<file path="src/rtl/i2s_receive_sync.sv">
// I2S / left-justified serial audio receiver running in the system clock domain.
// Oversamples sck/ws/sd, assembles left/right slots and presents complete frames on a valid/ready pair.
module i2s_receive_sync #(
   parameter int unsigned WIDTH = 24,
   parameter int unsigned MODE  = 0
) (
   input  logic             clk,
   input  logic             rst_n,
   input  logic             sck,
   input  logic             ws,
   input  logic             sd,
   output logic [WIDTH-1:0] out_left,
   output logic [WIDTH-1:0] out_right,
   output logic             out_valid,
   input  logic             out_ready,
   output logic             locked,
   output logic             overrun,
   input  logic             clr_overrun
);

   localparam int unsigned   CW      = $clog2(WIDTH + 1);
   localparam logic [CW-1:0] CNT_MAX = CW'(WIDTH);
   localparam logic [CW-1:0] CNT_ONE = CW'(1);

   logic             sck_s1_q, sck_s1_d;
   logic             sck_s2_q, sck_s2_d;
   logic             sck_s3_q, sck_s3_d;
   logic             ws_s1_q, ws_s1_d;
   logic             ws_s2_q, ws_s2_d;
   logic             sd_s1_q, sd_s1_d;
   logic             sd_s2_q, sd_s2_d;
   logic             prev_ws_q, prev_ws_d;
   logic             prev_chan_q, prev_chan_d;
   logic [CW-1:0]    bit_cnt_q, bit_cnt_d;
   logic [WIDTH-1:0] shift_q, shift_d;
   logic [WIDTH-1:0] left_hold_q, left_hold_d;
   logic [WIDTH-1:0] out_left_q, out_left_d;
   logic [WIDTH-1:0] out_right_q, out_right_d;
   logic             out_valid_q, out_valid_d;
   logic             locked_q, locked_d;
   logic             overrun_q, overrun_d;

   logic             bit_evt;
   logic             chan;
   logic             slot_start;
   logic             frame_done;
   logic             drop;
   logic [CW-1:0]    bit_idx;

   always_comb begin
      sck_s1_d    = sck;
      sck_s2_d    = sck_s1_q;
      sck_s3_d    = sck_s2_q;
      ws_s1_d     = ws;
      ws_s2_d     = ws_s1_q;
      sd_s1_d     = sd;
      sd_s2_d     = sd_s1_q;
      prev_ws_d   = prev_ws_q;
      prev_chan_d = prev_chan_q;
      bit_cnt_d   = bit_cnt_q;
      shift_d     = shift_q;
      left_hold_d = left_hold_q;
      out_left_d  = out_left_q;
      out_right_d = out_right_q;
      out_valid_d = out_valid_q;
      locked_d    = locked_q;
      overrun_d   = overrun_q;
      drop        = 1'b0;

      // ws/sd are taken from the same stage as the sck edge so all three agree
      bit_evt    = sck_s2_q & ~sck_s3_q;
      chan       = (MODE == 0) ? prev_ws_q : ws_s2_q;
      slot_start = bit_evt && (chan != prev_chan_q);
      bit_idx    = slot_start ? '0 : bit_cnt_q;
      frame_done = slot_start && prev_chan_q && locked_q;

      if (bit_evt) begin
         prev_ws_d   = ws_s2_q;
         prev_chan_d = chan;
         bit_cnt_d   = (bit_idx < CNT_MAX) ? bit_idx + CNT_ONE : CNT_MAX;
         if (slot_start) begin
            shift_d = '0;
         end
         for (int unsigned i = 0; i < WIDTH; i++) begin
            if (bit_idx == CW'(i)) begin
               shift_d[WIDTH-1-i] = sd_s2_q;
            end
         end
      end

      // A committed right slot is forwarded straight from the shifter, so the
      // frame is available in the same clk that closes it.
      if (slot_start) begin
         if (!prev_chan_q) begin
            left_hold_d = shift_q;
         end
         if (!chan) begin
            locked_d = 1'b1;
         end
      end

      if (frame_done) begin
         if (!out_valid_q || out_ready) begin
            out_left_d  = left_hold_q;
            out_right_d = shift_q;
            out_valid_d = 1'b1;
         end else begin
            drop = 1'b1;
         end
      end else if (out_valid_q && out_ready) begin
         out_valid_d = 1'b0;
      end

      if (clr_overrun) begin
         overrun_d = 1'b0;
      end
      if (drop) begin
         overrun_d = 1'b1;
      end
   end

   always_ff @(posedge clk or negedge rst_n) begin
      if (!rst_n) begin
         sck_s1_q    <= 1'b0;
         sck_s2_q    <= 1'b0;
         sck_s3_q    <= 1'b0;
         ws_s1_q     <= 1'b0;
         ws_s2_q     <= 1'b0;
         sd_s1_q     <= 1'b0;
         sd_s2_q     <= 1'b0;
         prev_ws_q   <= 1'b0;
         prev_chan_q <= 1'b0;
         bit_cnt_q   <= '0;
         shift_q     <= '0;
         left_hold_q <= '0;
         out_left_q  <= '0;
         out_right_q <= '0;
         out_valid_q <= 1'b0;
         locked_q    <= 1'b0;
         overrun_q   <= 1'b0;
      end else begin
         sck_s1_q    <= sck_s1_d;
         sck_s2_q    <= sck_s2_d;
         sck_s3_q    <= sck_s3_d;
         ws_s1_q     <= ws_s1_d;
         ws_s2_q     <= ws_s2_d;
         sd_s1_q     <= sd_s1_d;
         sd_s2_q     <= sd_s2_d;
         prev_ws_q   <= prev_ws_d;
         prev_chan_q <= prev_chan_d;
         bit_cnt_q   <= bit_cnt_d;
         shift_q     <= shift_d;
         left_hold_q <= left_hold_d;
         out_left_q  <= out_left_d;
         out_right_q <= out_right_d;
         out_valid_q <= out_valid_d;
         locked_q    <= locked_d;
         overrun_q   <= overrun_d;
      end
   end

   assign out_left  = out_left_q;
   assign out_right = out_right_q;
   assign out_valid = out_valid_q;
   assign locked    = locked_q;
   assign overrun   = overrun_q;

endmodule

</file>
<file path="config.mk">
export PLATFORM = sky130hd
export DESIGN_NAME = i2s_receive_sync
export DESIGN_NICKNAME = d
export VERILOG_FILES = /design/src/rtl/i2s_receive_sync.sv
export SDC_FILE = /design/constraint.sdc
export NUM_CORES = 1
export LEC_CHECK = 0
export CORE_MARGIN = 3
export CORE_UTILIZATION = 50
export CTS_BUF_LIST = sky130_fd_sc_hd__clkbuf_16
export CTS_CLUSTER_SIZE = 20
export DETAILED_ROUTE_END_ITERATION = 10
export PLACE_DENSITY = 0.81
export SETUP_SLACK_MARGIN = 0.3
export SLEW_MARGIN = 15
export SYNTH_ARGS = -nofsm -noshare
export SYNTH_HDL_FRONTEND = slang
export SYNTH_SLANG_ARGS = --single-unit
</file>
<file path="constraint.sdc">
create_clock -name clk -period 2.2 [get_ports clk]
set_input_delay 0.22 -clock clk [delete_from_list [all_inputs] [get_ports clk]]
set_output_delay 0.22 -clock clk [all_outputs]
set_load 0.05 [all_outputs]
</file>
==> impl_metrics.csv, run 1 <==
group,metric,value,unit
sta,setup_violations,0,
placed_design,finalWeightedCongestion,0.891,
sta,timing.setup.tns,0,ns
run_status,status,"completed",
placed_design,place_area,5420,um2
clock_tree,cts_root_buffer,"clkbuf_16",
yosys,yosysUniqueCellTypes,53,
yosys,yosys_most_used_dff,"dfrtp_1",
clock_tree,clock_sinks,113,
power,power.switching,2300,uW
clock_tree,clk_pin_slew,0.05,ns
sta,final_hold_viol_count,0,
cells_and_area,multi_input_area,1740,um2
clock_tree,clock_path_buffers,2,
yosys,synth.avg_cell_area,13.8,um2
yosys,yosysMostFrequentCell,"dfrtp_1",
drt,drtIter0Drc,179,
yosys,synth_area_leaders,"dfrtp_1 60%, mux2_2 12%, mux2_4 6.4%, nand2_1 1.3%, nand4_1 1.2%",
yosys,synth_async_sr_flop_share,100,%
cells_and_area,n_antenna_cell,0,
power,power_leakage,0.00284,uW
power,power_density,1190,nW/um2
clock_tree,clk_latency,0.40,ns
yosys,synth_common_cells,"113 x dfrtp_1, 52 x mux2_2, 20 x mux2_4, 16 x nand2_1, 13 x clkbuf_1",
sta,tightestPinTransition,0.818,ns
worst_setup_path,cp.arrival,1.60,ns
floorplanning,die_h,103,um
placed_design,portBuffers,57,
yosys,synth_top_area_cell,"dfrtp_1",
worst_setup_path,worstSetupEndpointType,"primary output",
worst_setup_path,crit_chain,"clkdlybuf4s50_1",
power,swShare,32.1,%
clock_tree,cts_tree,"yes",
sta,slew_violations,0,
yosys,synth_area,4710,um2
floorplanning,die_x,103,um
global_route,grt.overflow.total,0,
clock_tree,numCtsBuffers,17,
yosys,netlist_instances,342,
yosys,yosys_register_bits,113,
sta,finalCriticalPeriod,1.82,ns
placed_design,place_hpwl,6010,um
cells_and_area,area_growth,28.1,%
clock_tree,post_cts_buffers,0,
sta,min_period_over_period,82.7,%
global_route,antenna_found_initial,0,
power,power.internal,4860,uW
sta,slew_headroom,45.3,%
power,comb_power_share,23.3,%
global_route,grt_pass1_wl,15900,um
run,drv_cap,0,
worst_setup_path,worstSetupStartpointType,"flop",
drt,drc,0,
global_route,grt_usage,19.4,%
power,power_frac_seq,38.8,%
drt,num_vias,3031,
yosys,synth_edf_count,0,
cells_and_area,fillers,615,
worst_hold_path,hp-class,"primary input to flop",
power,irDropWorstVdd,0.621,mV
worst_setup_path,slowest_delay,0.82,ns
cells_and_area,seqCellArea,2830,um2
yosys,synth_top_area_share,60.0,%
sta,skew,0.0110,ns
sta,max_clock_freq,549,MHz
sta,rsz0062_at_grt,"yes",
worst_setup_path,crit_fanout,4,
yosys,yosysWarnings,0,
drt,ant_nets,0,
global_route,grt_start_max_net_pins,51,
cells_and_area,layout-drive-gt1-share,29.5,%
worst_setup_path,required,1.98,ns
drt,avgViaCountPerCell,5.74,
worst_setup_path,path_buf_inv,1,
power,pwr-share-clk,37.8,%
yosys,syn-num-nets,350,
drt,post_drt_wl_per_cell,17.7,um
floorplanning,row_count,34,
floorplanning,pin_count,58,
floorplanning,start_util,52.8,%
drt,firstDrtPassIters,5,
clock_tree,htreeDepth,4,
global_route,grt_pass1_vias,3043,
worst_setup_path,path_delay_family,"buffers and inverters",
drt,wl,9350,um
cells_and_area,design_area,6040,um2
floorplanning,core_area,8930,um2
worst_setup_path,critical_path_class,"flop to primary output",
worst_setup_path,slowest_stage,"clkdlybuf4s50_1",
cells_and_area,nets,415,
floorplanning,dieArea,10600,um2
yosys,ys_seq_area_share,60.0,%
==> through the flow <==
step	worst slack [ns]	total power (uW)	cells	util, %	hold slack, ns
6_report	0.380	7160	528	67.6	0.262
3_5_place_dp	0.410	4440	495	60.7	0.293
3_3_place_gp	0.474	4380	495	60.7	0.286
4_1_cts	0.362	7190	528	67.5	0.254
5_1_grt	0.295	7460	528	67.6	0.258
2_1_floorplan	0.453	3880	342	-	-0.0756
==> final cells by class <==
class	count	share of cell area, %
Clock buffer	17	7.05
Clock inverter	15	2.78
Inverter	5	0.311
Multi-Input combinational cell	198	28.8
Sequential cell	113	46.8
Tap cell	108	2.24
Timing Repair Buffer	72	11.9
==> power groups by stage <==
stage | Clock (uW) | Combinational, uW | Sequential [uW]
after floorplan | 0 | 784 | 3100
after global placement | 0 | 1600 | 2790
after detailed placement | 0 | 1640 | 2800
after CTS | 2750 | 1670 | 2770
after global routing | 2840 | 1780 | 2830
final | 2710 | 1670 | 2780
==> kinds of logic after synthesis <==
kind of cell | count (synthesis) | share of synthesized area (%)
buffers and inverters | 31 | 3.29
AO/OA/AOI/OAI | 57 | 8.25
flip-flops | 113 | 60.0
adder cells (fa/ha/maj) | 1 | 0.265
XOR/XNOR | 2 | 0.372
AND/OR/NAND/NOR | 64 | 8.60
multiplexers | 74 | 19.2
==> sequential cells by signal, indices dropped and copies added (netlist names), 5 cells and up <==
signal,cells
out_right,24
bit_cnt_q,5
out_left,24
shift_q,24
left_hold_q,24
==> worst paths after layout <==
| check | start | endpoint | slack, ns | depth (start not counted) |
|---|---|---|---|---|
| hold / removal | ws | ws_s1_q | 0.26 | 1 |
| setup reg to reg | sck_s3_q | left_hold_q[13] | 0.44 | 4 |
| max in group asynchronous | rst_n | out_right[6] | 1.13 | 3 |
| setup / recovery | locked | locked | 0.38 | 1 |
| min in group asynchronous | rst_n | out_right[22] | 0.40 | 2 |
| hold reg to reg | ws_s1_q | ws_s2_q | 0.35 | 0 |
==> timing repair <==
item / CTS / global route
endpoints found under the setup margin: 0 / 21
hold buffers: 1 / 0
gates resized for setup: 0 / 2
hold endpoints to repair: 47 / 0
==> layer usage <==
| metal | up-vias | wire length (um) | track usage (%) |
|---|---|---|---|
| met1 | 1516 | 4300 | 27.3 |
| li1 | 1398 | - | - |
| met2 | 107 | 4550 | 30.2 |
| met4 | 0 | 84 | 5.48 |
| met3 | 10 | 424 | 5.01 |
| met5 | - | 0 | 0 |
==> placed cells by master, fill, tap and decap left out, types with 6 or more instances in the layout <==
cell type / netlist / layout
a211oi_1: 6 / 6
a21oi_1: 10 / 10
a31oi_1: 7 / 7
buf_4: 2 / 12
clkbuf_16: 0 / 17
clkdlybuf4s50_1: 0 / 56
dfrtp_1: 113 / 113
inv_1: 5 / 6
mux2_2: 52 / 52
mux2_4: 20 / 20
nand2_1: 16 / 16
nand4_1: 9 / 9
o21ai_0: 6 / 6
Power figures use the tool's default switching activity.
==> inputs of run 2 (changes only) <==
==> constraint.sdc (replaced) <==
create_clock -name clk -period 1.8 [get_ports clk]
set_input_delay 0.18 -clock clk [delete_from_list [all_inputs] [get_ports clk]]
set_output_delay 0.18 -clock clk [all_outputs]
set_load 0.05 [all_outputs]
==> impl_metrics.csv, run 2 (same netlist as run 1, synthesis figures left out) <==
group,metric,value,unit
floorplanning,die_h,103,um
worst_setup_path,worstSetupStartpointType,"flop",
global_route,grt_use_met1,29.4,%
sta,slew_violations,0,
worst_hold_path,worstHoldStart,"sck",
sta,rsz0062_at_grt,"yes",
worst_setup_path,slowest_stage,"dfrtp_2",
clock_tree,numCtsBuffers,17,
drt,ant_nets,0,
floorplanning,pin_count,58,
placed_design,finalWeightedCongestion,0.948,
drt,firstDrtPassIters,5,
sta,min_period_over_period,90.4,%
floorplanning,die_x,103,um
sta,slew_headroom,62.9,%
worst_setup_path,crit_chain,"and2b_1 > nand4_1 > buf_4 > buf_12 > mux2_4",
clock_tree,clk_latency,0.41,ns
power,p_total,9150,uW
placed_design,place_hpwl,6470,um
global_route,met2_usage,33.9,%
clock_tree,clock_path_buffers,2,
power,power_leakage,0.00330,uW
power,power_frac_seq,36.4,%
drt,avgViaCountPerCell,6.01,
cells_and_area,nets,458,
worst_setup_path,worstSetupEndpointType,"flop",
placed_design,portBuffers,57,
drt,post_drt_wl_per_cell,20.5,um
cells_and_area,final_cell_mix,"105 x dfrtp_1, 41 x buf_4, 37 x mux2_4",
clock_tree,cts_tree,"yes",
cells_and_area,finish.utilization,74.6,%
global_route,antenna_found_initial,0,
power,pwr-share-clk,34.8,%
worst_setup_path,critical_path_class,"flop to flop",
sta,finalCriticalPeriod,1.63,ns
worst_hold_path,holdPathEnd,"sck_s1_q",
worst_setup_path,reg2reg_depth,5,
worst_setup_path,r2r-end,"out_right[15]",
worst_hold_path,hp-class,"primary input to flop",
global_route,grt_start_max_net_pins,43,
global_route,grt-busiest-layer,"met2",
clock_tree,htreeDepth,4,
global_route,grt_pass1_wl,17300,um
worst_setup_path,slowest_delay,0.46,ns
worst_setup_path,crit_fanout,24,
cells_and_area,layout-drive-gt1-share,43.8,%
sta,timing.setup.tns,0,ns
run,drv_cap,0,
sta,tightestPinTransition,0.557,ns
cells_and_area,n_antenna_cell,0,
cells_and_area,fillers,534,
global_route,grt.met3_usage,6.36,%
drt,drtIter0Drc,251,
global_route,grt.overflow.total,0,
sta,setup_violations,0,
sta,max_clock_freq,614,MHz
floorplanning,start_util,52.8,%
drt,num_vias,3418,
floorplanning,core_area,8930,um2
sta,skew,0.00861,ns
clock_tree,clock_sinks,113,
worst_hold_path,hold_depth,1,
worst_setup_path,rrSetupSlack,0.17,ns
clock_tree,cts_root_buffer,"clkbuf_16",
run_status,status,"completed",
placed_design,place_inst,508,
power,comb_power_share,28.8,%
cells_and_area,instances_no_fill,569,
global_route,grt_usage,21.6,%
worst_setup_path,cp.arrival,1.91,ns
power,power.internal,6160,uW
worst_setup_path,r2r_start,"chan",
worst_setup_path,required,2.08,ns
floorplanning,row_count,34,
cells_and_area,final_common_cell,"dfrtp_1",
power,power.switching,2990,uW
global_route,grt_pass1_vias,3310,
sta,final_hold_viol_count,0,
clock_tree,clk_pin_slew,0.05,ns
floorplanning,dieArea,10600,um2
power,power_density,1370,nW/um2
drt,drc,0,
power,irDropWorstVdd,0.769,mV
drt,wl,11700,um
power,swShare,32.6,%
cells_and_area,area_growth,41.4,%
-- run 2: cell types whose count changed in the layout (fill, tap and decap cells not counted), moves of 5 or more --
cell / before / now
clkdlybuf4s50_1: 56 / 5
buf_4: 12 / 41
clkdlybuf4s15_1: 0 / 25
dlygate4sd2_1: 0 / 21
mux2_4: 20 / 37
mux2_2: 52 / 36
dfrtp_1: 113 / 105
dfrtp_2: 0 / 8
buf_6: 0 / 5
clkbuf_2: 0 / 5
-- run 2: stage by stage --
stage	instance area [um2]	setup WS [ns]	hold slack, ns
5_1_grt	6670	0.153	0.203
3_3_place_gp	5580	0.104	0.198
3_5_place_dp	5580	0.0576	0.205
2_1_floorplan	4800	0.242	-0.116
4_1_cts	6300	0.170	0.204
6_report	6670	0.172	0.212
-- run 2: worst max-delay path, delay by kind of cell, from the launching register on --
kind                   cells  cell delay [ns]
buffers and inverters      2             0.34
flip-flops                 1             0.46
multiplexers               1             0.30
AND/OR/NAND/NOR            2             0.39
-- run 2: repair_timing --
action	in CTS	in global routing
cloned	2	3
pin swaps	4	8
resized for setup	68	91
endpoints found under the setup margin	141	123
setup buffers	15	10
hold buffers	1	0
hold endpoints to repair	39	0
-- run 2: area by class of cell --
| cell class | instances | area (um2) | share of cell area, % |
|---|---|---|---|
| inverters | 5 | 18.8 | 0.281 |
| flip-flops and latches | 113 | 2840 | 42.6 |
| clock inverters | 13 | 131 | 1.97 |
| multi-input cells | 198 | 2000 | 29.9 |
| repair buffers | 115 | 1120 | 16.9 |
| well taps | 108 | 135 | 2.03 |
| clock buffers | 17 | 425 | 6.38 |
-- run 2: worst max path at each step --
stage | start | depth (start not counted) | to | slack [ns]
5_1_grt | sck_s2_q | 4 | shift_q[23] | 0.15
2_1_floorplan | sck_s3_q | 5 | left_hold_q[10] | 0.24
3_5_place_dp | out_ready | 5 | out_right[17] | 0.06
3_3_place_gp | out_ready | 5 | out_right[17] | 0.10
4_1_cts | chan | 5 | out_right[22] | 0.17
6_report | chan | 5 | out_right[15] | 0.17
-- run 2: routing by layer --
layer	part of all wire [%]	vias up	wire, um
met5	0	-	0
met4	1.7	0	193
met3	6.3	24	733
met2	49	172	5720
met1	43	1741	5010
li1	-	1481	-
-- run 2: power groups by stage --
stage / sequential [uW] / combinational, uW / clock [uW]
after floorplan: 3790 / 999 / 0
after global placement: 3340 / 2180 / 0
after detailed placement: 3370 / 2230 / 0
after CTS: 3310 / 2330 / 3220
after global routing: 3390 / 2770 / 3340
final: 3330 / 2630 / 3180
==> inputs of run 3 (changes only) <==
--- a/config.mk
+++ b/config.mk
@@ -10,6 +10,7 @@
 export CTS_BUF_LIST = sky130_fd_sc_hd__clkbuf_16
 export CTS_CLUSTER_SIZE = 20
 export DETAILED_ROUTE_END_ITERATION = 10
+export MAX_ROUTING_LAYER = met4
 export PLACE_DENSITY = 0.81
 export SETUP_SLACK_MARGIN = 0.3
 export SLEW_MARGIN = 15
==> impl_metrics.csv, run 3 (same netlist as run 1, synthesis figures left out) <==
group,metric,value,unit
run_status,status,"completed",
worst_setup_path,critical_path_class,"flop to flop",
worst_setup_path,crit_fanout,4,
power,power.switching,3340,uW
power,swShare,34.8,%
cells_and_area,design_area,6900,um2
worst_setup_path,path_buf_inv,1,
clock_tree,clk_latency,0.41,ns
floorplanning,dieArea,10600,um2
cells_and_area,final_common_cell,"dfrtp_1",
sta,slew_violations,0,
power,power_leakage,0.00342,uW
sta,slew_headroom,62.4,%
worst_setup_path,slowest_stage,"dfrtp_2",
power,pwr-share-clk,35.3,%
worst_hold_path,hp-class,"primary input to flop",
worst_setup_path,reg2reg_depth,7,
drt,num_vias,3626,
worst_setup_path,slowest_delay,0.43,ns
drt,post_drt_wl_per_cell,23.8,um
floorplanning,die_x,103,um
global_route,antenna_found_initial,0,
power,p_total,9600,uW
worst_setup_path,rrSetupSlack,0.12,ns
clock_tree,htreeDepth,4,
worst_setup_path,r2r-end,"shift_q[8]",
global_route,grt_pass1_vias,3552,
power,power.internal,6260,uW
power,irDropWorstVdd,1.07,mV
drt,avgViaCountPerCell,6.21,
cells_and_area,final_cell_mix,"106 x dfrtp_1, 50 x mux2_2, 42 x buf_4",
sta,rsz0062_at_grt,"yes",
global_route,grt_start_max_net_pins,43,
sta,timing.final.ws_setup,0.120,ns
worst_setup_path,worstSetupEndpointType,"flop",
floorplanning,core_area,8930,um2
placed_design,pre_cts_ws,0.0372,ns
clock_tree,cts_tree,"yes",
sta,setup_violations,0,
sta,min_period_over_period,93.3,%
sta,max_clock_freq,595,MHz
drt,ant_nets,0,
drt,drc,0,
clock_tree,clock_sinks,113,
worst_hold_path,worstHoldStart,"sck",
clock_tree,clk_pin_slew,0.06,ns
placed_design,finalWeightedCongestion,0.954,
worst_setup_path,required,2.10,ns
floorplanning,row_count,34,
cells_and_area,nets,471,
floorplanning,pin_count,58,
drt,wl,13900,um
worst_setup_path,path_delay_family,"flip-flops",
global_route,grt_usage,25.0,%
sta,timing.setup.tns,0,ns
power,power_density,1390,nW/um2
floorplanning,start_util,52.8,%
drt,drtIter0Drc,403,
cells_and_area,instances_no_fill,584,
worst_setup_path,worstSetupStartpointType,"flop",
clock_tree,cts_root_buffer,"clkbuf_16",
power,power_frac_seq,35.1,%
sta,final_hold_viol_count,0,
clock_tree,numCtsBuffers,17,
placed_design,place_hpwl,6470,um
sta,skew,0.00836,ns
cells_and_area,n_antenna_cell,0,
sta,finalCriticalPeriod,1.68,ns
worst_setup_path,r2r_start,"prev_chan_q",
sta,tightestPinTransition,0.565,ns
worst_hold_path,holdPathEnd,"sck_s1_q",
cells_and_area,area_growth,46.3,%
worst_setup_path,crit_chain,"buf_12 > xor2_4 > nand2_2 > nand2_1 > ha_4 > o21ai_2 > a32o_2",
floorplanning,die_h,103,um
power,comb_power_share,29.7,%
run,drv_cap,0,
placed_design,place_area,5580,um2
worst_hold_path,hold_depth,1,
placed_design,portBuffers,57,
global_route,grt_pass1_wl,19200,um
global_route,grt.overflow.total,0,
cells_and_area,layout-drive-gt1-share,49.8,%
worst_setup_path,cp.arrival,1.98,ns
placed_design,place_inst,508,
drt,firstDrtPassIters,5,
clock_tree,clock_path_buffers,2,
-- run 3: cell count changes in the layout (fill, tap and decap cells not counted), moves of 4 or more --
cell,previous run,this run
buf_6,5,15
buf_8,4,0
clkdlybuf4s15_1,25,17
clkinvlp_4,0,4
dlygate4sd2_1,21,26
mux2_2,36,50
mux2_4,37,23
-- run 3: area by class of cell --
| type | instances | area (um2) |
|---|---|---|
| Sequential cell | 113 | 2840 |
| Fill cell | 502 | 2040 |
| Multi-Input combinational cell | 198 | 2010 |
| Timing Repair Buffer | 128 | 1310 |
| Clock buffer | 17 | 425 |
| Clock inverter | 15 | 169 |
| Tap cell | 108 | 135 |
| Inverter | 5 | 18.8 |
-- run 3: metrics by stage --
stage,hold WS (ns),util (%)
floorplan,-0.116,-
global placement,0.200,62.4
detailed placement,0.204,62.4
CTS,0.197,74.5
global route,0.201,77.2
finish,0.210,77.2
-- run 3: routing by layer --
metal | global-route usage [%] | up-vias | part of all wire (%) | wire, um
met5 | - | - | 0 | 0
met4 | 8.86 | 0 | 3.4 | 467
met3 | 5.21 | 68 | 6.6 | 919
met2 | 39.2 | 219 | 50 | 6960
met1 | 32.3 | 1828 | 40 | 5530
li1 | - | 1511 | - | -
-- run 3: worst max path at each step --
stage / slack [ns] / cells after the start / startpoint / to
floorplan: 0.24 / 5 / sck_s3_q / left_hold_q[10]
CTS: 0.16 / 4 / sck_s3_q / shift_q[7]
global route: 0.07 / 7 / prev_chan_q / shift_q[8]
finish: 0.12 / 7 / prev_chan_q / shift_q[8]
detailed placement: 0.04 / 5 / out_ready / out_right[18]
global placement: 0.09 / 5 / out_ready / out_right[19]
-- run 3: repair_timing --
item / in CTS / in global routing
hold buffers: 1 / 0
endpoints found under the hold margin: 39 / 0
pin swaps: 9 / 10
gates cloned: 5 / 2
resized for setup: 86 / 72
buffers inserted: 29 / 7
setup endpoints to repair: 139 / 123
-- run 3: power groups by stage --
| stage | combinational, uW | sequential [uW] | clock, uW |
|---|---|---|---|
| after floorplan | 999 | 3790 | 0 |
| after global placement | 2180 | 3340 | 0 |
| after detailed placement | 2230 | 3360 | 0 |
| after CTS | 2520 | 3310 | 3370 |
| after global routing | 2980 | 3410 | 3550 |
| final | 2850 | 3370 | 3380 |
